<file path="src/rtl/alu_sequencer.sv">
// alu_sequencer -- control sequencer for a simple bus-based datapath.
//
// Walks one instruction through fetch (T0-T2), operand set-up (T3),
// ALU execute (T4) and write-back (T5, plus T6 for mul/div), driving
// the datapath strobes as combinational decodes of the current state.
// Strobes are pure functions of state (plus mem_ready / IR where noted),
// so the asynchronous clear drives every output to 0 the moment it falls.
//
// Ports:
//   Clock        rising-edge clock
//   clear        asynchronous active-low reset
//   start        request to run one instruction
//   mem_ready    memory read complete (ends the T1 wait)
//   IR[31:0]     datapath IR; opcode=[31:27] Ra=[26:23] Rb=[22:19] Rc=[18:15]
//   PCout..LOin  one-bit datapath strobes
//   Rout/Rin     one-hot register read / write selects
//   operation    ALU op code, non-zero only in T4
//   busy         high whenever not IDLE
//   done / err   one-cycle completion / illegal-opcode pulses
//   instr_count  completed instruction counter (wraps)
//
// Build option: define ALU_SEQ_MULDIV_EN to enable mul (01111) and
// div (10000). Without it those opcodes are illegal, T6 is unreachable
// and Zin_high, Zhighout, LOin, HIin stay 0.
module alu_sequencer (
  input  logic        Clock,
  input  logic        clear,
  input  logic        start,
  input  logic        mem_ready,
  input  logic [31:0] IR,
  output logic        PCout,
  output logic        Zlowout,
  output logic        Zhighout,
  output logic        MDRout,
  output logic        MARin,
  output logic        PCin,
  output logic        MDRin,
  output logic        IRin,
  output logic        Yin,
  output logic        IncPC,
  output logic        Read,
  output logic        Zin_low,
  output logic        Zin_high,
  output logic        HIin,
  output logic        LOin,
  output logic [15:0] Rout,
  output logic [15:0] Rin,
  output logic [3:0]  operation,
  output logic        busy,
  output logic        done,
  output logic        err,
  output logic [15:0] instr_count
);

  localparam logic [2:0] IDLE = 3'd0;
  localparam logic [2:0] T0   = 3'd1;
  localparam logic [2:0] T1   = 3'd2;
  localparam logic [2:0] T2   = 3'd3;
  localparam logic [2:0] T3   = 3'd4;
  localparam logic [2:0] T4   = 3'd5;
  localparam logic [2:0] T5   = 3'd6;
  localparam logic [2:0] T6   = 3'd7;

  // Returns {legal, operation}.
  function automatic logic [4:0] decode_op(input logic [4:0] opc);
    case (opc)
      5'b00011: return {1'b1, 4'b0000};
      5'b00100: return {1'b1, 4'b0001};
      5'b00101: return {1'b1, 4'b0010};
      5'b00110: return {1'b1, 4'b0011};
      5'b00111: return {1'b1, 4'b0100};
      5'b01000: return {1'b1, 4'b0101};
      5'b01001: return {1'b1, 4'b0110};
      5'b01010: return {1'b1, 4'b0111};
`ifdef ALU_SEQ_MULDIV_EN
      5'b01111: return {1'b1, 4'b1000};
      5'b10000: return {1'b1, 4'b1001};
`endif
      default:  return 5'b0_0000;
    endcase
  endfunction

  logic [2:0]  state_reg, state_next;
  logic [4:0]  opcode_reg;
  logic [3:0]  ra_reg;
  logic [3:0]  rc_reg;
  logic [15:0] count_reg;

  logic [4:0]  ir_dec;
  logic [4:0]  lat_dec;
  logic        unused_bits;

  assign ir_dec      = decode_op(IR[31:27]);
  assign lat_dec     = decode_op(opcode_reg);
  assign unused_bits = ^{IR[14:0], lat_dec[4]};
  assign busy        = (state_reg != IDLE);
  assign instr_count = count_reg;

`ifdef ALU_SEQ_MULDIV_EN
  // mul/div are the only ops with bit 3 set; they write LO/HI, not Rin.
  logic lat_muldiv;
  assign lat_muldiv = lat_dec[3];
`endif

  always_ff @(posedge Clock or negedge clear) begin
    if (!clear) begin
      state_reg  <= IDLE;
      opcode_reg <= 5'd0;
      ra_reg     <= 4'd0;
      rc_reg     <= 4'd0;
      count_reg  <= 16'd0;
    end else begin
      state_reg <= state_next;
      if (state_reg == T3) begin
        opcode_reg <= IR[31:27];
        ra_reg     <= IR[26:23];
        rc_reg     <= IR[18:15];
      end
      if (done) begin
        count_reg <= count_reg + 16'd1;
      end
    end
  end

  always_comb begin
    state_next = state_reg;
    PCout      = 1'b0;
    Zlowout    = 1'b0;
    Zhighout   = 1'b0;
    MDRout     = 1'b0;
    MARin      = 1'b0;
    PCin       = 1'b0;
    MDRin      = 1'b0;
    IRin       = 1'b0;
    Yin        = 1'b0;
    IncPC      = 1'b0;
    Read       = 1'b0;
    Zin_low    = 1'b0;
    Zin_high   = 1'b0;
    HIin       = 1'b0;
    LOin       = 1'b0;
    Rout       = 16'd0;
    Rin        = 16'd0;
    operation  = 4'd0;
    done       = 1'b0;
    err        = 1'b0;
    case (state_reg)
      IDLE: begin
        if (start) state_next = T0;
      end
      T0: begin
        PCout      = 1'b1;
        MARin      = 1'b1;
        IncPC      = 1'b1;
        Zin_low    = 1'b1;
        state_next = T1;
      end
      T1: begin
        // Z already holds PC+1; it is copied to PC only on the completing cycle.
        Zlowout = 1'b1;
        Read    = 1'b1;
        MDRin   = 1'b1;
        if (mem_ready) begin
          PCin       = 1'b1;
          state_next = T2;
        end
      end
      T2: begin
        MDRout     = 1'b1;
        IRin       = 1'b1;
        state_next = T3;
      end
      T3: begin
        // IR was loaded at the end of T2, so decode straight from the port.
        if (ir_dec[4]) begin
          Rout       = 16'd1 << IR[22:19];
          Yin        = 1'b1;
          state_next = T4;
        end else begin
          err        = 1'b1;
          state_next = IDLE;
        end
      end
      T4: begin
        Rout       = 16'd1 << rc_reg;
        Zin_low    = 1'b1;
        operation  = lat_dec[3:0];
`ifdef ALU_SEQ_MULDIV_EN
        Zin_high   = lat_muldiv;
`endif
        state_next = T5;
      end
      T5: begin
        Zlowout = 1'b1;
`ifdef ALU_SEQ_MULDIV_EN
        if (lat_muldiv) begin
          LOin       = 1'b1;
          state_next = T6;
        end else begin
          Rin        = 16'd1 << ra_reg;
          done       = 1'b1;
          state_next = start ? T0 : IDLE;
        end
`else
        Rin        = 16'd1 << ra_reg;
        done       = 1'b1;
        state_next = start ? T0 : IDLE;
`endif
      end
      T6: begin
`ifdef ALU_SEQ_MULDIV_EN
        Zhighout   = 1'b1;
        HIin       = 1'b1;
        done       = 1'b1;
        state_next = start ? T0 : IDLE;
`else
        state_next = IDLE;
`endif
      end
      default: state_next = IDLE;
    endcase
  end

endmodule

</file>
<file path="config.mk">
export PLATFORM = sky130hd
export DESIGN_NAME = alu_sequencer
export DESIGN_NICKNAME = d
export VERILOG_FILES = /design/src/rtl/alu_sequencer.sv
export SDC_FILE = /design/constraint.sdc
export NUM_CORES = 1
export LEC_CHECK = 0
export CORE_MARGIN = 2
export CORE_UTILIZATION = 25
export CTS_CLUSTER_DIAMETER = 40
export DETAILED_ROUTE_END_ITERATION = 10
export PLACE_DENSITY = 0.63
export REMOVE_ABC_BUFFERS = 1
export SYNTH_ARGS = -nofsm -noshare
export SYNTH_HDL_FRONTEND = slang
export SYNTH_SLANG_ARGS = --single-unit
</file>
<file path="constraint.sdc">
create_clock -name Clock -period 2.5 [get_ports Clock]
set_clock_uncertainty 0.15 [all_clocks]
set_input_delay 0.625 -clock Clock [delete_from_list [all_inputs] [get_ports Clock]]
set_output_delay 0.625 -clock Clock [all_outputs]
set_load 0.02 [all_outputs]
</file>
==> impl_metrics.json <==
{
  "grt_pass1_vias": 2067,
  "hold_buffers": 0,
  "yosys-top-cells-area": "dfrtp_1, nand2_1, xnor2_1",
  "routabilityCongestion": 0.763,
  "crit_path_start_kind": "flip-flop",
  "die_x_um": 93.3,
  "yosysWarnings": 0,
  "leakagePower_nw": 1.57,
  "dieArea_sq_mm": 0.00871,
  "synthTopCellsByCount": "nand2_1, dfrtp_1, nor2_1",
  "hp-class": "reg2reg",
  "internal_power_mw": 1.56,
  "final_nets": 399,
  "crit_buf_inv": 3,
  "cts.sinks": 32,
  "root_buffer": "clkbuf_8",
  "dp_hpwl_um": 4330,
  "synth_ff_type": "dfrtp_1",
  "required_ps": 1730,
  "area_growth_pct": 69.0,
  "worstSetupPathType": "reg2out",
  "critPathMaxFanout": 4,
  "largest_reg_flops": 16,
  "cts_buffers": 5,
  "grt_start_max_net_pins": 33,
  "netlist_instances": 244,
  "tritoncts": "built",
  "rsz0062_at_grt": "yes",
  "worstSkewPairLatency_ps": 280,
  "seq_area_sq_um": 802,
  "fin_hold_ws_ps": 325,
  "cpLargestDelayFamily": "buffers and inverters",
  "p_comb_share_pct": 48.8,
  "ys_types": 40,
  "io_buffers": 85,
  "fin_ws_ps": -15.2,
  "crit_path_cell_trace": "buf_6 > buf_6 > nand4b_1 > o32ai_2 > buf_4",
  "power_frac_seq_pct": 32.7,
  "core_region_area_sq_mm": 0.00773,
  "violations": "setup timing",
  "antennaDiodeCount": 0,
  "power_frac_clock_pct": 18.5,
  "wl_per_cell_um": 12.6,
  "end_kind": "output port",
  "drive_gt1_share_pct": 33.8,
  "h-tree-depth": 2,
  "worstPathArrival_ps": 1740,
  "drv_slew": 0,
  "switching_share_pct": 40.2,
  "synthesis.area_sq_mm": 0.00200,
  "yosysSeqAreaShare_pct": 40.1,
  "drc_errors": 0,
  "synthArstFlopShare_pct": 100,
  "power_density_mw_per_mm2": 773,
  "ant_nets": 0,
  "cp_common_cell": "buf_6",
  "hold_viol_final": 0,
  "grt_use_total_pct": 13.8,
  "fin_crit_sh_pct": 101,
  "num_rows": 32,
  "ios": 106,
  "fp.dieH_um": 93.3,
  "setup_tns_ps": -30.2,
  "cpMaxStageDelayCell": "dfrtp_1",
  "viasPerCell": 4.60,
  "period_needed_ps": 2520,
  "multi_input_area_sq_mm": 0.00129,
  "setup_violations": 2,
  "status": "complete, but fails checks",
  "grt.overflow.total": 0,
  "drtIter0Drc": 69,
  "cpPeakStageDelay_ps": 420,
  "synth.top_cell.area_share_pct": 40.1,
  "clockBufferDepth": 2,
  "clkSlewWorstSetupHoldPaths_ps": 70,
  "power.switching_mw": 1.05,
  "max_freq_mhz": 398,
  "yosysMostFrequentCell": "nand2_1",
  "vias": 2131,
  "synth_edf_count": 0,
  "antenna_found_initial": 0,
  "place_ws_ps": -883,
  "grt_pass1_wl_um": 9690,
  "routed_wl_um": 5830,
  "cap_viol_max_count": 0,
  "start_util_pct": 25.8,
  "post-synth-top-area-cell": "dfrtp_1",
  "dr.pass1.iters": 4,
  "syn_avg_cell_area_sq_um": 8.18,
  "synth_seq_cells": 32,
  "fillers": 774,
  "vdd_drop_max_v": 0.000299
}
==> per-layer routing <==
layer / vias to the layer above / track usage [%] / wire length (um)
li1: 1041 / - / -
met1: 1020 / 17.5 / 2430
met2: 62 / 23.3 / 3000
met3: 8 / 3.38 / 362
met4: 0 / 3.80 / 43
met5: - / 0 / 0
==> metrics by stage <==
step / util (%) / total power, mW / std cells / cell area [sq um]
global placement: 40.2 / 2.03 / 448 / 3100
floorplan: - / 1.43 / 231 / 1900
finish: 43.6 / 2.61 / 463 / 3370
CTS: 43.5 / 2.59 / 462 / 3360
detailed placement: 40.2 / 2.06 / 448 / 3100
global route: 43.6 / 2.81 / 463 / 3370
==> what timing repair did <==
action                     CTS  global route
buffers inserted             6             1
pin swaps                   12             5
gates cloned                 0             0
resized for setup          196            48
setup endpoints to repair   48            33
==> placed cells by master (no fill, tap or decap), drive strengths merged, types with 2 or more instances in the layout <==
cell type	synthesis	layout
nand3	13	13
nand4	6	6
a21oi	2	2
nand2b	8	8
nand2	56	56
o22ai	5	5
nor3b	2	2
ha	3	3
a31oi	2	2
o32ai	3	3
conb	1	5
dlygate4sd2	0	14
and3	4	4
buf	14	61
nor2b	2	2
clkdlybuf4s15	0	4
clkbuf	3	19
nand4b	2	2
or2	2	2
dfrtp	32	32
or3	4	4
nor3	8	8
o21ai	12	12
xor2	4	4
xnor2	14	14
inv	7	7
nor4	2	2
nor2	26	26
clkdlybuf4s50	0	30
nand3b	4	4
==> logic make-up (layout without fill, tap and decap cells) <==
logic type      count (synthesis)  in the layout  share of synthesized area [%]
simple gates                  140            140                           34.5
flops                          32             32                           40.1
compound gates                 26             26                           8.21
buf+inv                        24            137                           6.83
xor+xnor                       18             18                           8.28
fa+ha+maj                       3              3                           1.88
other cells                     1              5                          0.188
==> worst paths after layout <==
kind | from | cells after the start | slack (ps) | end
worst max-delay path | state_reg[1] | 5 | -20 | Rout[14]
worst min-delay path | instr_count[15] | 1 | 330 | instr_count[15]
worst max register to register | state_reg[1] | 6 | 820 | instr_count[7]
worst min register to register | instr_count[15] | 1 | 330 | instr_count[15]
max in group asynchronous | clear | 2 | 1290 | state_reg[2]
min in group asynchronous | clear | 2 | 590 | instr_count[8]
==> layout make-up <==
type                    count  share of cell area, %
multi-input cells         192                   38.2
repair buffers            122                   30.3
flip-flops and latches     32                   23.8
well taps                 102                   3.78
clock buffers               6                   2.15
clock inverters             2                   1.04
inverters                   7                  0.779
==> power groups by stage <==
stage | logic [mW] | clock network [mW] | registers (mW)
after CTS | 1.25 | 0.500 | 0.849
final | 1.27 | 0.482 | 0.853
after global placement | 1.19 | 0 | 0.842
after floorplan | 0.549 | 0 | 0.885
after global routing | 1.40 | 0.522 | 0.883
after detailed placement | 1.21 | 0 | 0.850
(Power assumes the default switching activity.)
